--- src/rtl/text_writer.sv ---
// Character-cell text buffer with cursor, backspace/return handling and a swept clear.
// Define TEXT_WRITER_SHADOW_EN to latch text_out once per frame instead of driving it live.
//
// state | meaning
// IDLE  | accepting characters, clear starts a sweep
// CLEAR | writing FILL into one cell per cycle, input stalled
module text_writer #(
  parameter int unsigned LEN  = 8,
  parameter logic [7:0]  FILL = 8'h20
) (
  input  logic             clk_0,
  input  logic             rst,
  input  logic [7:0]       char_in,
  input  logic             char_valid,
  output logic             char_ready,
  input  logic             clear,
  input  logic             frame_start,
  output logic [LEN*8-1:0] text_out,
  output logic [4:0]       cursor,
  output logic             busy
);

  localparam int unsigned IW = (LEN > 1) ? $clog2(LEN) : 1;
  localparam logic [4:0]    LEN_C  = 5'(LEN);
  localparam logic [IW-1:0] LAST_C = IW'(LEN - 1);

  typedef enum logic {
    IDLE  = 1'b0,
    CLEAR = 1'b1
  } state_t;

  state_t        state_q, state_d;
  logic [7:0]    cells_q [LEN];
  logic [4:0]    cursor_q;
  logic [4:0]    cursor_m1;
  logic [IW-1:0] sweep_q;
  logic          sweep_last;
  logic          xfer;
  logic          printable;
  logic [LEN*8-1:0] work_flat;

  assign char_ready = rst && (state_q == IDLE) && !clear;
  assign xfer       = char_valid && char_ready;
  assign printable  = (char_in >= 8'h20) && (char_in <= 8'h7E);
  assign sweep_last = (sweep_q == LAST_C);
  assign cursor_m1  = cursor_q - 5'd1;
  assign busy       = (state_q == CLEAR);
  assign cursor     = cursor_q;

  always_ff @(posedge clk_0) begin
    if (!rst) state_q <= IDLE;
    else      state_q <= state_d;
  end

  always_comb begin
    state_d = state_q;
    case (state_q)
      IDLE:    if (clear) state_d = CLEAR;
      CLEAR:   if (sweep_last) state_d = IDLE;
      default: state_d = IDLE;
    endcase
  end

  // Clear wins over a same-cycle character because char_ready already masks xfer.
  always_ff @(posedge clk_0) begin
    if (!rst) begin
      for (int i = 0; i < LEN; i++) cells_q[i] <= FILL;
      cursor_q <= 5'd0;
      sweep_q  <= '0;
    end else if (state_q == CLEAR) begin
      cells_q[sweep_q] <= FILL;
      if (!sweep_last) sweep_q <= sweep_q + IW'(1);
    end else if (clear) begin
      cursor_q <= 5'd0;
      sweep_q  <= '0;
    end else if (xfer) begin
      if (printable) begin
        if (cursor_q < LEN_C) begin
          cells_q[cursor_q[IW-1:0]] <= char_in;
          cursor_q <= cursor_q + 5'd1;
        end
      end else if (char_in == 8'h08) begin
        if (cursor_q != 5'd0) begin
          cells_q[cursor_m1[IW-1:0]] <= FILL;
          cursor_q <= cursor_m1;
        end
      end else if (char_in == 8'h0D) begin
        cursor_q <= 5'd0;
      end
    end
  end

  for (genvar g = 0; g < LEN; g++) begin : g_pack
    assign work_flat[(LEN-g)*8-1 -: 8] = cells_q[g];
  end

`ifdef TEXT_WRITER_SHADOW_EN
  logic [LEN*8-1:0] shadow_q;

  // Commit samples the buffer before this edge's write, so that write shows next frame.
  always_ff @(posedge clk_0) begin
    if (!rst)                                  shadow_q <= {LEN{FILL}};
    else if (frame_start && state_q == IDLE)   shadow_q <= work_flat;
  end

  assign text_out = shadow_q;
`else
  logic unused_frame_start;
  assign unused_frame_start = frame_start;
  assign text_out = work_flat;
`endif

endmodule

--- config.mk ---
export PLATFORM = sky130hd
export DESIGN_NAME = text_writer
export DESIGN_NICKNAME = d
export VERILOG_FILES = /design/src/rtl/text_writer.sv
export SDC_FILE = /design/constraint.sdc
export NUM_CORES = 1
export LEC_CHECK = 0
export CELL_PAD_IN_SITES_DETAIL_PLACEMENT = 1
export CELL_PAD_IN_SITES_GLOBAL_PLACEMENT = 1
export CORE_ASPECT_RATIO = 2
export CORE_UTILIZATION = 41
export DETAILED_ROUTE_END_ITERATION = 8
export PLACE_DENSITY = 0.95
export SLEW_MARGIN = 25
export SYNTH_ARGS = -nofsm -noshare
export SYNTH_HDL_FRONTEND = slang
export SYNTH_SLANG_ARGS = --single-unit
export TNS_END_PERCENT = 20
--- constraint.sdc ---
create_clock -name clk_0 -period 8.2 [get_ports clk_0]
set_input_delay 1.64 -clock clk_0 [delete_from_list [all_inputs] [get_ports clk_0]]
set_output_delay 1.64 -clock clk_0 [all_outputs]
set_load 0.005 [all_outputs]
==> flow_metrics.tcl, run 1 <==
set metrics [dict create \
    hold_viol_final 0 \
    cp.required_ns 6.56 \
    clk_path_buf_depth 2 \
    synth_top_area_cell "edfxtp_1" \
    path_common_cell "clkdlybuf4s50_1" \
    leakagePower_nw 1.471 \
    ys_top_cells_by_area "edfxtp_1 60%, nor3_1 8.2%, dfxtp_1 5.6%, nand2_1 2.8%, o31ai_1 2.1%" \
    critPathLaunchType "input pin" \
    layout-drive-gt1-share_pct 9.348 \
    crit_type "in2out" \
    r2r_setup_slack_ns 4.80 \
    netlist_instances 258 \
    drt_first_iter_violations 77 \
    drv_slew 0 \
    timing.rr.start "cursor[0]" \
    dr.pass1.iters 4 \
    crit_slowest_cell "clkdlybuf4s50_1" \
    postCtsHoldBufs 0 \
    ys_ff_latch 73 \
    totalWireLength_um 9171 \
    status "complete, no violations" \
    synthToLayoutAreaGrowth_pct 40.14 \
    final_core_util_pct 59.29 \
    die_w_um 64.39 \
    cts.sink_count 73 \
    powerDensity_mw_per_mm2 196.0 \
    critPathBufInv 2 \
    final_area_mm2 0.004473 \
    track_usage_pct 23.81 \
    start_util_pct 42.31 \
    cts_tree "done" \
    slew_headroom_pct 38.21 \
    max_freq_ghz 0.1819 \
    first_global_vias 2615 \
    via_count 2567 \
    synth_cell_types 45 \
    synth_area_mm2 0.003192 \
    rsz0062_at_grt "no" \
    place_hpwl_um 6375 \
    num_rows 45 \
    cts_buffers 9 \
    avgSynthCellArea_um2 12.37 \
    nets 366 \
    routed_via_density 5.743 \
    synth_top_area_share_pct 60.21 \
    ys_warn_count 0 \
    antenna_found_initial 0 \
    gp_congestion 0.8571 \
    path_cells "clkdlybuf4s50_1 > nor2b_1 > and2_1 > clkdlybuf4s50_1" \
    die_area_mm2 0.008163 \
    drc 0 \
    rr_worst_depth 7 \
    synth_edf_count 64 \
    io_buffers 82 \
    maxCapViolCount 0 \
    finalCriticalPeriod_ns 5.498 \
    setup-violations-final 0 \
    clk_latency_ns 0.33 \
    grt_pass1_wl_um 14220 \
    min_from "sweep_q[0]" \
    wl_per_cell_um 20.52 \
    grt_overflow 0 \
    fin_skew_ns 0.006329 \
    fillCellCount 805 \
    cts_resized 0 \
    drtAntennaViolNets 0 \
    critical-path-max-stage-delay_ns 1.08 \
    synthFlopType "edfxtp_1" \
    core_area_mm2 0.007545 \
    cts_setup_buffers 0 \
    synthArstFlopShare_pct 0 \
    clkTransAtPathRegs_ns 0.06 \
    stdcell_count 447 \
    worst_slew_pin_slew_ns 0.9240 \
    ir_worst_vdd_v 0.00009995 \
    crit_arrival_ns 3.86 \
    crit_family "buffers and inverters" \
    place_inst 430 \
    yosysSeqAreaShare_pct 65.86 \
    pin_count 84 \
    crit_path_max_fanout 21 \
    setup_tns_ns 0 \
    cp-end-kind "output pin" \
    hp-class "reg2reg" \
    grt_max_degree 35 \
    whs_path_depth 2 \
    place_area_mm2 0.004140 \
    reg2reg_to "cells_q[0][2]" \
    setup_ws_ns 2.702 \
    n_antenna_cell 0 \
    hold_end "sweep_q[0]" \
    fin_crit_sh_pct 67.05 \
    root_buffer "clkbuf_16" \
    dieHeight_um 126.8 \
    cts_max_level 3 \
    place_ws_ns 2.678 \
]
==> registers in the layout, indices dropped and copies added (netlist names) <==
register  cells
cells_q      64
cursor        5
sweep_q       3
busy          1
==> where the power goes <==
part / switching (W) / leakage, nW / total, W / internal, W
Sequential: 0.00000673 / 0.703 / 0.000424 / 0.000418
Clock: 0.000142 / 0.139 / 0.000377 / 0.000235
Combinational: 0.0000386 / 0.629 / 0.0000757 / 0.0000371
==> final cells by class <==
cell class              count  area [um^2]  area share (%)
clock buffers              11        232.7           5.203
clock inverters             5        56.30           1.259
inverters                   4        15.01          0.3357
multi-input cells         174         1095           24.48
flip-flops and latches     73         2102           46.99
well taps                  94        117.6           2.629
repair buffers             86        854.6           19.10
==> through the flow <==
stage,hold slack [ns],power [W]
after floorplan,0.5183,0.0004592
after global placement,0.5741,0.0005007
after detailed placement,0.5868,0.0005046
after CTS,0.5998,0.0008796
after global routing,0.6212,0.0008996
final,0.6004,0.0008769
==> cell families after synthesis <==
logic type	Yosys count	synth area share [%]
and+or+nand+nor	116	18.70
DFF	73	65.86
AOI/OAI and AO/OA	38	8.937
buffers and inverters	18	2.234
muxes	6	1.921
adders and majority gates	5	1.960
other	1	0.1175
xor gates and xnor gates	1	0.2745
==> how the worst max path moves through the flow <==
stage	startpoint	to	slack, ns	cells past startpoint
detailed placement	char_in[1]	cells_q[2][3]	2.68	6
finish	rst	char_ready	2.70	4
global route	rst	char_ready	2.62	4
global placement	char_in[1]	cells_q[7][4]	2.77	6
floorplan	char_in[1]	cells_q[2][0]	4.12	5
CTS	rst	char_ready	2.79	4
==> worst min-delay path, stage by stage (launching register included) <==
cell and delay, ns:
dfxtp_1 0.34, mux2i_1 0.13, nor2b_1 0.09
==> synth_stat cells, types with 2 or more instances <==
cell,n
nor3_1,52
nand2_1,24
a21oi_1,2
ha_1,5
a21o_1,2
dfxtp_1,9
nand3_1,9
nor2_1,8
clkbuf_1,11
buf_2,3
o211ai_1,6
a211oi_1,2
nor2b_1,5
o31ai_1,9
a22oi_1,2
o22ai_1,2
o221ai_1,2
o21ai_0,3
and2_1,3
nand3b_1,3
edfxtp_1,64
mux2i_1,5
and3_1,2
inv_1,4
==> layer usage <==
metal	track usage, %	share of wire, %	vias up
met5	0	0	-
met4	15.95	5.5	0
met3	3.957	4.1	33
met2	42.35	56	120
met1	24.87	35	1248
li1	-	-	1166
==> cell usage in the layout, fill, tap and decap left out, drive strengths merged, types with 2 or more instances in the layout <==
master	Yosys	final
a211oi	2	2
a21o	2	2
a21oi	3	3
a22oi	2	2
and2	4	4
and3	2	2
buf	3	4
clkbuf	11	11
clkdlybuf4s50	0	82
clkinv	0	3
conb	1	8
dfxtp	9	9
edfxtp	64	64
ha	5	5
inv	4	4
mux2i	5	5
nand2	24	24
nand3	9	9
nand3b	3	3
nor2	8	8
nor2b	5	5
nor3	52	52
o211a	2	2
o211ai	6	6
o21ai	4	4
o221ai	2	2
o22ai	2	2
o31ai	9	9
No activity file was read; power rests on OpenSTA's default activity.
==> run 2: changes to the inputs <==
Settings changed: CORE_UTILIZATION 41 to 34, PLACE_DENSITY 0.95 to 0.87.
Clock period 8.2 ns to 4.8 ns, I/O delays scaled along.
==> run 2 against run 1 <==
  * The flow now finishes with violations (design-rule violations)
  * Critical path depth is 3 higher
  * Flip-flop and latch count is the same
  * Sequential power up 71%
  * Non-clock buffer count rose by 9
  * Worst setup slack worse by 1.6 ns
  * Clock power increased by 83%
  * Clock skew fell by 0.0019 ns
  * Critical path type is now in2reg
  * Largest cell class unchanged
  * Highest routed layer unchanged
==> flow_metrics.tcl, run 2 (synthesis gave the netlist of run 1 again) <==
set metrics [dict create \
    critPathCapture "cells_q[1][6]" \
    violations "design-rule violations" \
    cts_max_level 3 \
    worst_slew_pin_slew_ns 0.7850 \
    nets 375 \
    fin_skew_ns 0.004468 \
    hold_viol_final 0 \
    root_buffer "clkbuf_16" \
    n_antenna_cell 0 \
    setup-violations-final 0 \
    grt_pass1_wl_um 14090 \
    gp_congestion 0.8831 \
    drv_slew 0 \
    routed_via_density 5.547 \
    path_depth 7 \
    crit_path_start "char_in[2]" \
    critPathBufInv 2 \
    finalCriticalPeriod_ns 3.704 \
    path_cells "clkdlybuf4s50_1 > nor4_1 > nand2_1 > o31ai_1 > a21oi_4 > o31ai_1 > buf_4" \
    grt_max_degree 35 \
    crit_type "in2reg" \
    top_register "cells_q" \
    intPower_w 0.001232 \
    grt_util_met1_pct 20.87 \
    wl_per_cell_um 19.75 \
    status "finished with violations" \
    layout-drive-gt1-share_pct 9.116 \
    fin_crit_sh_pct 77.16 \
    cts_tree "done" \
    clkTransAtPathRegs_ns 0.05 \
    cp-end-kind "flop" \
    whs_path_depth 2 \
    cts_resized 0 \
    rr_worst_depth 8 \
    die_area_mm2 0.009802 \
    pin_count 84 \
    num_rows 49 \
    cts_buffers 9 \
    reg2reg_to "cells_q[1][6]" \
    ir_worst_vdd_v 0.0001851 \
    max_freq_ghz 0.2700 \
    core_area_mm2 0.009074 \
    largest_register_ffs 64 \
    place_hpwl_um 6602 \
    cp.required_ns 4.84 \
    clk_path_buf_depth 2 \
    rsz0062_at_grt "no" \
    r2r_setup_slack_ns 1.70 \
    crit_arrival_ns 3.74 \
    crit_family "compound AO/OA/AOI/OAI gates" \
    track_usage_pct 19.57 \
    via_count 2574 \
    critPathLaunchType "input pin" \
    hp-class "reg2reg" \
    clk_latency_ns 0.34 \
    power.total_w 0.001548 \
    dieHeight_um 139.0 \
    power_frac_comb_pct 8.7 \
    layout_common_cells "82 x clkdlybuf4s50_1, 64 x edfxtp_1, 52 x nor3_1" \
    start_util_pct 35.18 \
    final_common_cell "clkdlybuf4s50_1" \
    leakagePower_nw 1.516 \
    drt_first_iter_violations 136 \
    path_common_cell "o31ai_1" \
    critical-path-max-stage-delay_ns 0.62 \
    timing.rr.start "cursor[0]" \
    synthToLayoutAreaGrowth_pct 42.22 \
    busiest_layer "met2" \
    crit_slowest_cell "o31ai_1" \
    antenna_found_initial 0 \
    die_w_um 70.51 \
    cts.sink_count 73 \
    seq_power_share_pct 46.8 \
    fin_hold_ws_ns 0.6103 \
    swShare_pct 20.40 \
    postCtsHoldBufs 0 \
    slew_headroom_pct 47.55 \
    totalWireLength_um 9163 \
    drtAntennaViolNets 0 \
    first_global_vias 2570 \
    grt_overflow 0 \
    powerDensity_mw_per_mm2 341.0 \
    maxCapViolCount 0 \
    dr.pass1.iters 7 \
    setup_tns_ns 0 \
    clkPwrFrac_pct 44.5 \
    fillCellCount 978 \
    p_sw_w 0.0003158 \
    grt.met2_usage_pct 35.51 \
    cts_setup_buffers 0 \
    io_buffers 82 \
    met3_usage_pct 3.997 \
    crit_path_max_fanout 28 \
    drc 16 \
]
==> run 2: metal layers <==
metal  part of all wire [%]  routed length [um]
met5                      0                   0
met4                    2.4                 223
met3                    5.1                 470
met2                     56                5132
met1                     36                3336
==> run 2: final cells by class <==
type	count	area, um^2	share of cell area (%)
Clock inverter	4	67.56	1.488
Tap cell	102	127.6	2.811
Clock buffer	12	236.5	5.209
Sequential cell	73	2102	46.31
Inverter	4	15.01	0.3308
Multi-Input combinational cell	174	1065	23.46
Timing Repair Buffer	95	925.9	20.40
==> run 2: power by group through the flow <==
stage	sequential (W)	combinational, W	clock, W
after detailed placement	0.000738	0.000131	0
final	0.000725	0.000135	0.000689
after global routing	0.000726	0.000143	0.000725
after floorplan	0.000738	0.0000467	0
after CTS	0.000725	0.000132	0.000704
after global placement	0.000736	0.000127	0
==> run 2: worst min path at each step <==
stage,end,slack (ns),from
floorplan,sweep_q[2],0.52,sweep_q[2]
global placement,cursor[1],0.57,cursor[1]
detailed placement,cursor[3],0.61,cursor[3]
CTS,cursor[1],0.62,cursor[1]
global route,cursor[1],0.66,cursor[1]
finish,cursor[1],0.61,cursor[1]
==> run 2: stage by stage <==
stage / area, um^2 / util [%] / std cells / worst slack, ns
after global routing: 4539 / 50.03 / 464 / 0.9092
after floorplan: 3218 / - / 265 / 1.398
after detailed placement: 4220 / 46.51 / 447 / 0.9276
after global placement: 4213 / 46.43 / 447 / 1.057
final: 4539 / 50.03 / 464 / 1.096
after CTS: 4524 / 49.86 / 463 / 1.100
==> run 2: worst reg2reg max path: stages (launching register included) <==
cell	delay, ns
dfxtp_1	0.46
inv_1	0.27
ha_1	0.19
or4b_4	0.48
and2_4	0.18
a211o_1	0.31
o211a_2	0.34
o31ai_1	0.35
buf_4	0.23
==> run 3: changes to the inputs <==
Settings changed: CORE_UTILIZATION 34 to 38, PLACE_DENSITY 0.87 to 0.91.
Clock period 4.8 ns to 3.7 ns, I/O delays scaled along.
==> run 3 against run 2 <==
  * The flow now finishes without violations
  * Clock power rose by 26%
  * Clock skew rose by 0.00070 ns
  * Power rose by 28%
  * Sequential power rose by 29%
==> flow_metrics.tcl, run 3 (synthesis gave the netlist of run 1 again) <==
set metrics [dict create \
    grt_overflow 0 \
    dieHeight_um 131.6 \
    place_hpwl_um 7092 \
    layout_common_cells "82 x clkdlybuf4s50_1, 64 x edfxtp_1, 52 x nor3_1" \
    ir_worst_vdd_v 0.0002139 \
    setup_tns_ns 0 \
    worst_slew_pin_slew_ns 0.8052 \
    critPathLaunchType "input pin" \
    nets 385 \
    die_w_um 66.81 \
    hold_end "cursor[3]" \
    drtAntennaViolNets 0 \
    timing.rr.start "cursor[0]" \
    rsz0062_at_grt "no" \
    leakagePower_nw 1.571 \
    cts.sink_count 73 \
    postCtsHoldBufs 0 \
    maxCapViolCount 0 \
    setup-violations-final 0 \
    cts_tree "done" \
    num_rows 47 \
    hold_viol_final 0 \
    die_area_mm2 0.008792 \
    grt_pass1_wl_um 14570 \
    n_antenna_cell 0 \
    core_area_mm2 0.008233 \
    reg2reg_to "cells_q[0][4]" \
    drt_first_iter_violations 92 \
    pin_count 84 \
    largest_register_ffs 64 \
    grt_max_degree 31 \
    fin_crit_sh_pct 87.07 \
    clk_latency_ns 0.34 \
    track_usage_pct 23.20 \
    cts_buffers 9 \
    crit_type "in2reg" \
    io_buffers 82 \
    whs_path_depth 2 \
    cp.required_ns 3.75 \
    antenna_found_initial 0 \
    finalCriticalPeriod_ns 3.222 \
    power.total_w 0.001985 \
    layout-drive-gt1-share_pct 12.90 \
    cts_setup_buffers 0 \
    powerDensity_mw_per_mm2 431.0 \
    final_common_cell "clkdlybuf4s50_1" \
    totalWireLength_um 9223 \
    cp-end-kind "flop" \
    slew_headroom_pct 46.32 \
    first_global_vias 2705 \
    crit_path_max_fanout 8 \
    routed_via_density 5.553 \
    root_buffer "clkbuf_16" \
    min_from "cursor[3]" \
    crit_arrival_ns 3.27 \
    max_freq_ghz 0.3104 \
    crit_path_start "char_in[5]" \
    cts_resized 0 \
    cts_max_level 3 \
    hp-class "reg2reg" \
    status "complete, no violations" \
    start_util_pct 38.77 \
    synthToLayoutAreaGrowth_pct 44.30 \
    fin_skew_ns 0.005169 \
    rr_worst_depth 9 \
    final_area_mm2 0.004606 \
    via_count 2610 \
    r2r_setup_slack_ns 0.75 \
    place_area_mm2 0.004310 \
    dr.pass1.iters 4 \
    gp_congestion 0.8718 \
    drc 0 \
    drv_slew 0 \
    wl_per_cell_um 19.62 \
    top_register "cells_q" \
    clk_path_buf_depth 2 \
    clkTransAtPathRegs_ns 0.06 \
]
-- run 3: how the worst max path moves through the flow --
stage / to / slack [ns] / depth (start not counted)
4_1_cts: cells_q[0][4] / 0.49 / 8
5_1_grt: cells_q[0][4] / 0.33 / 8
3_5_place_dp: cells_q[4][4] / 0.18 / 8
3_3_place_gp: cells_q[4][7] / 0.26 / 6
2_1_floorplan: cells_q[2][0] / 0.52 / 5
6_report: cells_q[0][4] / 0.48 / 7
-- run 3: metal layers --
| metal | routed length, um | share of wire (%) | vias up | GRT usage, % |
|---|---|---|---|---|
| met1 | 3195 | 35 | 1273 | 23.29 |
| met4 | 531 | 5.8 | 0 | 17.14 |
| met5 | 0 | 0 | - | 1.974 |
| met3 | 357 | 3.9 | 34 | 3.559 |
| met2 | 5139 | 56 | 102 | 40.52 |
| li1 | - | - | 1201 | - |
-- run 3: area by class of cell --
class	count	area, um^2
fillers	874	3627
clock buffers	9	225.2
flip-flops and latches	73	2102
well taps	98	122.6
repair buffers	105	1013
inverters	4	15.01
clock inverters	7	70.07
multi-input cells	174	1057
-- run 3: report_power, final --
group / internal (W) / switching [W] / leakage, nW
Sequential: 0.000924 / 0.0000136 / 0.703
Combinational: 0.0000920 / 0.0000873 / 0.722
Clock: 0.000521 / 0.000346 / 0.146
Total: 0.00154 / 0.000447 / 1.57
-- run 3: metrics by stage --
| step | utilization (%) | std cells | setup WS, ns | hold slack [ns] |
|---|---|---|---|---|
| after floorplan | - | 265 | 0.5184 | 0.5183 |
| after global placement | 52.17 | 453 | 0.2616 | 0.5726 |
| after detailed placement | 52.36 | 454 | 0.1783 | 0.5858 |
| after CTS | 55.94 | 470 | 0.4941 | 0.5939 |
| after global routing | 55.94 | 470 | 0.3296 | 0.6338 |
| final | 55.94 | 470 | 0.4784 | 0.6045 |
-- run 3: critical path: stages --
cell	delay (ns)
clkdlybuf4s50_1	0.61
nand4_1	0.19
o2111ai_1	0.51
o21ai_0	0.31
o211a_1	0.35
o31ai_1	0.33
buf_4	0.24
